===== config.mk =====
export PLATFORM = sky130hd
export DESIGN_NAME = synth_key_scheduler
export DESIGN_NICKNAME = d
export VERILOG_FILES = /design/src/rtl/synth_key_scheduler.sv
export SDC_FILE = /design/constraint.sdc
export NUM_CORES = 1
export LEC_CHECK = 0
export CORE_MARGIN = 1
export CORE_UTILIZATION = 45
export CTS_BUF_LIST = sky130_fd_sc_hd__clkbuf_16
export DETAILED_ROUTE_END_ITERATION = 8
export PLACE_DENSITY = 0.82
export SYNTH_ARGS = -nofsm -noshare
export SYNTH_HDL_FRONTEND = slang
export SYNTH_SLANG_ARGS = --single-unit

===== constraint.sdc =====
create_clock -name CLOCK_50 -period 3.5 [get_ports CLOCK_50]
set_clock_uncertainty 0.05 [all_clocks]
set_input_delay 0.7 -clock CLOCK_50 [delete_from_list [all_inputs] [get_ports CLOCK_50]]
set_output_delay 0.7 -clock CLOCK_50 [all_outputs]
set_load 0.05 [all_outputs]

===== src/rtl/synth_key_scheduler.sv =====
// ---------------------------------------------------------------------------
// synth_key_scheduler
//
// Purpose:
//   Turns the raw PS/2 scan-byte stream into synthesizer control state.
//   It decodes make/break/extended prefixes, drives gate-on/gate-off for a
//   fixed pool of polyphonic voices, and keeps the global octave and the
//   five-entry volume/ADSR parameter file.
//
// Ports:
//   CLOCK_50      in   system clock, rising edge
//   reset         in   synchronous active-high reset
//   scan_code     in   [7:0] byte from the PS/2 receiver
//   scan_valid    in   one-cycle strobe qualifying scan_code
//   voice_gate    out  [NUM_VOICES-1:0] gate per voice (1 = key held)
//   voice_note    out  [4*NUM_VOICES-1:0] note 0..11, voice i at [4i+3:4i]
//   voice_octave  out  [3*NUM_VOICES-1:0] octave latched at allocation
//   octave        out  [2:0] current global octave
//   adsr_sel      out  [2:0] selected parameter (0 vol, 1 A, 2 D, 3 S, 4 R)
//   adsr_params   out  [19:0] parameter file, entry k at [4k+3:4k]
//   steal_evt     out  one-cycle pulse when a held voice is stolen
// ---------------------------------------------------------------------------
module synth_key_scheduler #(
  parameter int NUM_VOICES    = 4,
  parameter int OCT_DEFAULT   = 4,
  parameter int PARAM_DEFAULT = 8
) (
  input  logic                    CLOCK_50,
  input  logic                    reset,
  input  logic [7:0]              scan_code,
  input  logic                    scan_valid,
  output logic [NUM_VOICES-1:0]   voice_gate,
  output logic [4*NUM_VOICES-1:0] voice_note,
  output logic [3*NUM_VOICES-1:0] voice_octave,
  output logic [2:0]              octave,
  output logic [2:0]              adsr_sel,
  output logic [19:0]             adsr_params,
  output logic                    steal_evt
);

  localparam int PTR_W = (NUM_VOICES > 1) ? $clog2(NUM_VOICES) : 1;
  localparam logic [PTR_W-1:0] PTR_LAST = PTR_W'(NUM_VOICES - 1);

  localparam logic [7:0] CODE_BRK = 8'hF0;
  localparam logic [7:0] CODE_EXT = 8'hE0;

  typedef enum logic [1:0] {
    ST_IDLE,
    ST_BRK,
    ST_EXT,
    ST_EXT_BRK
  } state_t;

  typedef enum logic [2:0] {
    CTL_NONE,
    CTL_OCT_DN,
    CTL_OCT_UP,
    CTL_SEL,
    CTL_MINUS,
    CTL_PLUS
  } ctrl_t;

  state_t           r_state;
  logic [3:0]       r_voiceNote [NUM_VOICES];
  logic [2:0]       r_voiceOct  [NUM_VOICES];
  logic [NUM_VOICES-1:0] r_voiceGate;
  logic [2:0]       r_octave;
  logic [2:0]       r_adsrSel;
  logic [3:0]       r_params [5];
  logic             r_stealEvt;
  logic [PTR_W-1:0] r_stealPtr;

  logic             w_isNote;
  logic [3:0]       w_noteVal;
  ctrl_t            w_ctrl;
  logic [2:0]       w_selVal;
  logic             w_heldHit;
  logic [PTR_W-1:0] w_heldIdx;
  logic             w_freeFound;
  logic [PTR_W-1:0] w_freeIdx;
  logic             w_makeEvt;
  logic             w_breakEvt;

  // Key map: classify the current byte as a note, a control, or nothing.
  always_comb begin
    w_isNote  = 1'b0;
    w_noteVal = 4'd0;
    w_ctrl    = CTL_NONE;
    w_selVal  = 3'd0;
    case (scan_code)
      8'h1C: begin w_isNote = 1'b1; w_noteVal = 4'd0;  end
      8'h1D: begin w_isNote = 1'b1; w_noteVal = 4'd1;  end
      8'h1B: begin w_isNote = 1'b1; w_noteVal = 4'd2;  end
      8'h24: begin w_isNote = 1'b1; w_noteVal = 4'd3;  end
      8'h23: begin w_isNote = 1'b1; w_noteVal = 4'd4;  end
      8'h2B: begin w_isNote = 1'b1; w_noteVal = 4'd5;  end
      8'h2C: begin w_isNote = 1'b1; w_noteVal = 4'd6;  end
      8'h34: begin w_isNote = 1'b1; w_noteVal = 4'd7;  end
      8'h35: begin w_isNote = 1'b1; w_noteVal = 4'd8;  end
      8'h33: begin w_isNote = 1'b1; w_noteVal = 4'd9;  end
      8'h3C: begin w_isNote = 1'b1; w_noteVal = 4'd10; end
      8'h3B: begin w_isNote = 1'b1; w_noteVal = 4'd11; end
      8'h1A: w_ctrl = CTL_OCT_DN;
      8'h22: w_ctrl = CTL_OCT_UP;
      8'h16: begin w_ctrl = CTL_SEL; w_selVal = 3'd0; end
      8'h1E: begin w_ctrl = CTL_SEL; w_selVal = 3'd1; end
      8'h26: begin w_ctrl = CTL_SEL; w_selVal = 3'd2; end
      8'h25: begin w_ctrl = CTL_SEL; w_selVal = 3'd3; end
      8'h2E: begin w_ctrl = CTL_SEL; w_selVal = 3'd4; end
      8'h21: w_ctrl = CTL_MINUS;
      8'h2A: w_ctrl = CTL_PLUS;
      default: ;
    endcase
  end

  // Voice search: which gated voice already holds this note, and which is
  // the lowest-index free voice. Scanning downward lets the lowest index win.
  always_comb begin
    w_heldHit   = 1'b0;
    w_heldIdx   = '0;
    w_freeFound = 1'b0;
    w_freeIdx   = '0;
    for (int i = NUM_VOICES - 1; i >= 0; i--) begin
      if (r_voiceGate[i] && (r_voiceNote[i] == w_noteVal)) begin
        w_heldHit = 1'b1;
        w_heldIdx = PTR_W'(i);
      end
      if (!r_voiceGate[i]) begin
        w_freeFound = 1'b1;
        w_freeIdx   = PTR_W'(i);
      end
    end
  end

  // A make is any non-prefix byte seen in IDLE; a break is any non-E0 byte
  // seen directly after F0. Extended sequences never produce an event.
  assign w_makeEvt  = scan_valid && (r_state == ST_IDLE) &&
                      (scan_code != CODE_BRK) && (scan_code != CODE_EXT);
  assign w_breakEvt = scan_valid && (r_state == ST_BRK) &&
                      (scan_code != CODE_EXT);

  // Prefix FSM plus all registered control state. Reset wins over any byte
  // and also drops a half-received prefix.
  always_ff @(posedge CLOCK_50) begin
    if (reset) begin
      r_state     <= ST_IDLE;
      r_voiceGate <= '0;
      for (int i = 0; i < NUM_VOICES; i++) begin
        r_voiceNote[i] <= 4'd0;
        r_voiceOct[i]  <= 3'd0;
      end
      r_octave   <= 3'(OCT_DEFAULT);
      r_adsrSel  <= 3'd0;
      for (int k = 0; k < 5; k++) begin
        r_params[k] <= 4'(PARAM_DEFAULT);
      end
      r_stealEvt <= 1'b0;
      r_stealPtr <= '0;
    end else begin
      r_stealEvt <= 1'b0;

      if (scan_valid) begin
        case (r_state)
          ST_IDLE: begin
            if (scan_code == CODE_BRK)      r_state <= ST_BRK;
            else if (scan_code == CODE_EXT) r_state <= ST_EXT;
            else                            r_state <= ST_IDLE;
          end
          ST_BRK: begin
            if (scan_code == CODE_EXT) r_state <= ST_EXT_BRK;
            else                       r_state <= ST_IDLE;
          end
          ST_EXT: begin
            if (scan_code == CODE_BRK) r_state <= ST_EXT_BRK;
            else                       r_state <= ST_IDLE;
          end
          default: r_state <= ST_IDLE;
        endcase
      end

      if (w_makeEvt) begin
        if (w_isNote) begin
          // A note already sounding absorbs typematic repeats untouched.
          if (!w_heldHit) begin
            if (w_freeFound) begin
              r_voiceGate[w_freeIdx] <= 1'b1;
              r_voiceNote[w_freeIdx] <= w_noteVal;
              r_voiceOct[w_freeIdx]  <= r_octave;
            end else begin
              r_voiceGate[r_stealPtr] <= 1'b1;
              r_voiceNote[r_stealPtr] <= w_noteVal;
              r_voiceOct[r_stealPtr]  <= r_octave;
              r_stealEvt              <= 1'b1;
              r_stealPtr <= (r_stealPtr == PTR_LAST) ? '0 : r_stealPtr + 1'b1;
            end
          end
        end else begin
          case (w_ctrl)
            CTL_OCT_DN: if (r_octave != 3'd0) r_octave <= r_octave - 3'd1;
            CTL_OCT_UP: if (r_octave != 3'd7) r_octave <= r_octave + 3'd1;
            CTL_SEL:    r_adsrSel <= w_selVal;
            CTL_MINUS:  if (r_params[r_adsrSel] != 4'd0)
                          r_params[r_adsrSel] <= r_params[r_adsrSel] - 4'd1;
            CTL_PLUS:   if (r_params[r_adsrSel] != 4'd15)
                          r_params[r_adsrSel] <= r_params[r_adsrSel] + 4'd1;
            default: ;
          endcase
        end
      end

      // Break only drops the gate; note and octave stay for the release tail.
      if (w_breakEvt && w_isNote && w_heldHit) begin
        r_voiceGate[w_heldIdx] <= 1'b0;
      end
    end
  end

  // Flatten the per-voice and per-parameter registers onto the output buses.
  genvar gv;
  generate
    for (gv = 0; gv < NUM_VOICES; gv++) begin : g_voiceOut
      assign voice_note[4*gv +: 4]   = r_voiceNote[gv];
      assign voice_octave[3*gv +: 3] = r_voiceOct[gv];
    end
    for (gv = 0; gv < 5; gv++) begin : g_paramOut
      assign adsr_params[4*gv +: 4] = r_params[gv];
    end
  endgenerate

  assign voice_gate = r_voiceGate;
  assign octave     = r_octave;
  assign adsr_sel   = r_adsrSel;
  assign steal_evt  = r_stealEvt;

endmodule

* Yosys cells after proc, flatten, opt, wreduce, memory -nomap -nowiden
Memory sizes are Yosys's and may differ from the RTL's. A register that Yosys moved wholly into a read port is not among the register bits.
Cells that the tools add are included.
** Word-level totals
- Bits in registers :: 15
- RAM bits :: 48
- Logic and storage cells :: 182
- Memories :: 3
** Operators by class
- $add $sub $neg :: 5
- Order comparisons :: 6
- Eq/ne operators :: 41
- Multiplexer cells :: 85
- Bitwise gates (word level) :: 8
- Reduce and logical (&&, ||, !) cells :: 28
** Memory list
- r_params :: depth 5, bits a word 4, rd ports 6, clocked after memory_dff 1, write ports 5, line 69 : logic [3:0] r_params [5];
- r_voiceNote :: depth 4, bits a word 4, rd ports 4, clocked after memory_dff 0, write ports 4, line 64 : logic [3:0] r_voiceNote [NUM_VOICES];
- r_voiceOct :: depth 4, bits a word 3, rd ports 4, clocked after memory_dff 0, write ports 4, line 65 : logic [2:0] r_voiceOct [NUM_VOICES];
** Operators by type and width (number)
- == test 8 x 6 -> 1 bit (second input constant) :: 15
- == test 8 x 5 -> 1 bit (second input constant) :: 6
- one-hot mux 4 bit (11 select lines) :: 1
- two-way mux 1 bit :: 43
- two-way mux 4 bit :: 10
- two-way mux 2 bit :: 17
- two-way mux 3 bit :: 7
- == test 4 bit :: 4
- == test 8 bit (second input constant) :: 2
- inequality test 8 bit (second input constant) :: 2
- one-hot mux 3 bit (5 select lines) :: 1
- logical AND 1 bit :: 14
- one-hot mux 3 bit (4 select lines) :: 1
- OR reduction 12 bit :: 1
- OR reduction 4 bit :: 3
- < comparator 2 x 3 -> 1 bit (second input constant) :: 3
- OR 4 bit :: 2
- demux 1 bit (select 2 bit) :: 3
- == test 3 x 2 -> 1 bit (second input constant) :: 2
- == test 3 bit (second input constant) :: 2
- >= comparator 2 x 1 -> 1 bit (second input constant) :: 3
- one-hot mux 2 bit (3 select lines) :: 1
- one-hot mux 3 bit (2 select lines) :: 1
- OR reduction 3 bit :: 2
- other kinds (23) :: 27

* Logic depth before layout (Yosys ltp)
- Depth in word-level cells :: 16
- Gate-level depth with buffers :: 14
- Gate-level depth less buffers :: 12

* Worst setup path after synthesis
OpenSTA, ideal clock, no wires.
- Kind :: input to register
- Start point :: input port scan_code[4]
- End point :: memory r_params[3][3] (data pin)
- Arrival :: 3.456 ns
- Data required time :: 3.154 ns
- Slack :: -0.302 ns
- Cell stages on the path :: 11
- Cells stage by stage :: or4b_1 -> clkbuf_1 -> or4_1 -> nor4b_2 -> inv_1 -> ha_1 -> a21o_1 -> a21oi_1 -> xnor2_1 -> xnor2_1 -> nand4_1
** RTL lines
- start, declared :: line 30 : input logic [7:0] scan_code,
- end, declared :: line 69

==> flow_summary.toml <==
[drt]
vias = 3413
drtAntennaViolNets = 0
drt-initial-drc-count = 171
drc = 12
routed_wl_mm = 10.78
wire_per_inst_um = 17.44
drtPass1Iterations = 6
routed_via_density = 5.523

[worst_setup_path]
rrSetupSlack_ps = 170
crit_type = "in -> reg"
r2r_cells = 11
arrival_ps = 3360
cpLargestDelayFamily = "buffers and inverters"
crit_required_ps = 3490
cp-end-kind = "flip-flop"
critPathMostFrequentCell = "buf_4"
r2r-end = "r_params[1][2]"
crit_buf_inv = 7
cp-start-kind = "input port"
critPathMaxFanout = 7
critPathMaxStageDelay_ps = 360
cp_slowest_cell = "nor4_4"
path_cells = "dlygate4sd2_1, buf_4, nor3b_2, buf_4, a32oi_4, buf_12, buf_4, xor2_1, nand2_1, nor4_2, buf_4, nor4_4, nand3_2, o31ai_2, buf_4"

[layout]
regArea_sq_mm = 0.002162
areaGrowthSynthToFinish_pct = 43.60
diodes = 0
n_fill_cell = 614
finish.instance_area_sq_mm = 0.005906
multi_input_area_sq_mm = 0.001912
drive_gt1_share_pct = 27.25
utilization_pct = 67.06
fin_nets = 522
fin_cells = 618

[synthesis]
ys_ff_latch = 78
synth_seq_area_share_pct = 52.57
synth.area.top_cells = "edfxtp_1, dfxtp_1, mux4_2"
netlist_instances = 363
yosys_warnings = 0
synth_top_area_share_pct = 43.81
synth_common_cells = "edfxtp_1, nor2_1, nand2_1"
synth_fp_nets = 380
ys_types = 69
synth_edf_count = 60
syn_area_sq_mm = 0.004113
synthArstFlopShare_pct = 0
synth_top_area_cell = "edfxtp_1"
synth_ff_type = "edfxtp_1"
synth_most_common_cell = "edfxtp_1"
syn_avg_cell_area_sq_um = 11.33

[global_route]
antenna_found_initial = 0
grt_pass1_vias = 3459
grt_usage_pct = 23.49
grt_overflow_total = 0
grt_max_degree = 18
grt_pass1_wl_mm = 17.13

[outcome]
outcome = "finished with violations"
violations = "design-rule violations"

[clock_tree]
clk_latency_ps = 340
root_buffer = "clkbuf_16"
clkSinkCount = 78
clk_path_buf_depth = 2
h-tree-depth = 3
path_clk_slew_ps = 60
cts_buffers = 9
cts_tree = "yes"

[timing]
maxSlewViolCount = 0
hold_slack_ps = 470.9
max_freq_mhz = 296.5
setup_viol = 0
finalWorstSetupSlack_ps = 127.5
fin_tns_setup_ps = 0
tightest_slew_ps = 731.6
slew_headroom_pct = 50.59
period_share_pct = 96.36
fin_crit_ps = 3373
hold_violations = 0

[power]
p_int_mw = 1.600
p_per_area_mw_per_mm2 = 364.0
switching_share_pct = 25.57
clkPwrFrac_pct = 40.2
switchingPower_uw = 549.7
pwr-share-seq_pct = 47.6
power.leakage_nw = 2.252
power_mw = 2.150
comb_power_share_pct = 12.2
ir_drop_uv = 252.2

[hold_path]
min_to = "r_state[0]"
hold_depth = 2
hold_path.class = "reg -> reg"
hold_start = "r_state[0]"

[placed_design]
globalplace.congestion = 0.9180
placedInstanceArea_sq_mm = 0.005503
port_buffers = 69
place_hpwl_mm = 7.962
pre_cts_slack_ps = -420.4
post-place-cells = 597

[die]
start_util_pct = 46.70
die_w_um = 97.60
dieHeight_um = 97.60
coreArea_sq_mm = 0.008806
dieArea_sq_mm = 0.009526
ios = 70
rows = 34

[job]
cap_violations = 0
## layout make-up
class,count,share of cell area (%)
flip-flops and latches,78,36.61
multi-input cells,247,32.37
inverters,22,1.398
repair buffers,147,22.67
well taps,108,2.288
clock buffers,9,3.814
clock inverters,7,0.8475
## power groups by stage
stage               Combinational (mW)  Sequential (mW)  Clock (mW)
finish                           0.262             1.02       0.864
global route                     0.275             1.03       0.910
CTS                              0.258             1.02       0.868
detailed placement               0.253             1.04           0
global placement                 0.248             1.04           0
floorplan                       0.0810             1.10           0
## repair_timing
action,CTS,global route
gates resized for setup,13,12
endpoints found under the setup margin,34,72
buffers inserted,1,4
pin swaps,8,8
hold buffers,0,0
## worst reg2reg max path: cells and delay by family, from the launching register on
family / cells / cell delay [ps]
mux: 2 / 900
fa+ha+maj: 1 / 400
flops: 1 / 300
xor+xnor: 1 / 260
simple gates: 3 / 630
buf+inv: 4 / 550
## state kept, by name (all words and copies together), names as in the netlist, named ones only
signal and flops:
r_params 32, r_voiceNote 16, r_voiceOct 12, voice_gate 4
adsr_sel 3, octave 3, r_state 2, r_stealPtr 2
steal_evt 1
## cells by family (layout without fill, tap and decap cells)
kind of cell	after synthesis	in the layout	share of synthesized area, %
and+or+nand+nor	154	154	21.54
AOI/OAI and AO/OA	53	53	9.675
muxes	13	13	5.689
DFF	78	78	52.57
buffers and inverters	38	185	3.864
adders and majority gates	6	6	2.191
xor gates and xnor gates	21	21	4.472
## how the worst max path moves through the flow
stage	from	endpoint	slack (ps)	depth (start not counted)
2_1_floorplan	scan_code[4]	r_params[3][3]	-70	11
3_3_place_gp	scan_code[4]	r_params[3][3]	-350	11
3_5_place_dp	scan_code[4]	r_params[3][3]	-420	11
4_1_cts	scan_code[1]	r_params[3][3]	6	13
5_1_grt	scan_code[7]	r_voiceNote[3][3]	-20	15
6_report	scan_code[7]	r_voiceOct[3][0]	130	15
## routing by layer
metal,routed length [um],global-route usage (%),vias to the layer above
met5,0,0,-
met4,227,11.42,0
met3,663,5.108,22
met2,5461,40.10,125
met1,4424,28.09,1653
li1,-,-,1613
## cell usage in the layout (no fill, tap or decap), drive strengths merged, types with 4 or more instances in the layout
master,synthesis,layout
a21oi,12,12
and2,8,8
and3,6,6
and3b,4,4
buf,8,78
clkbuf,8,9
clkdlybuf4s50,0,61
dfxtp,18,18
dlygate4sd2,0,4
dlymetal6s2s,0,4
edfxtp,60,60
ha,4,4
inv,22,25
mux2i,5,5
mux4,8,8
nand2,28,28
nand3,9,9
nand4,4,4
nor2,39,39
nor2b,11,11
nor3,12,12
nor3b,5,5
nor4,6,6
o21ai,10,10
o31ai,4,4
or2,4,4
xnor2,10,10
xor2,11,11
(Power assumes the default switching activity.)
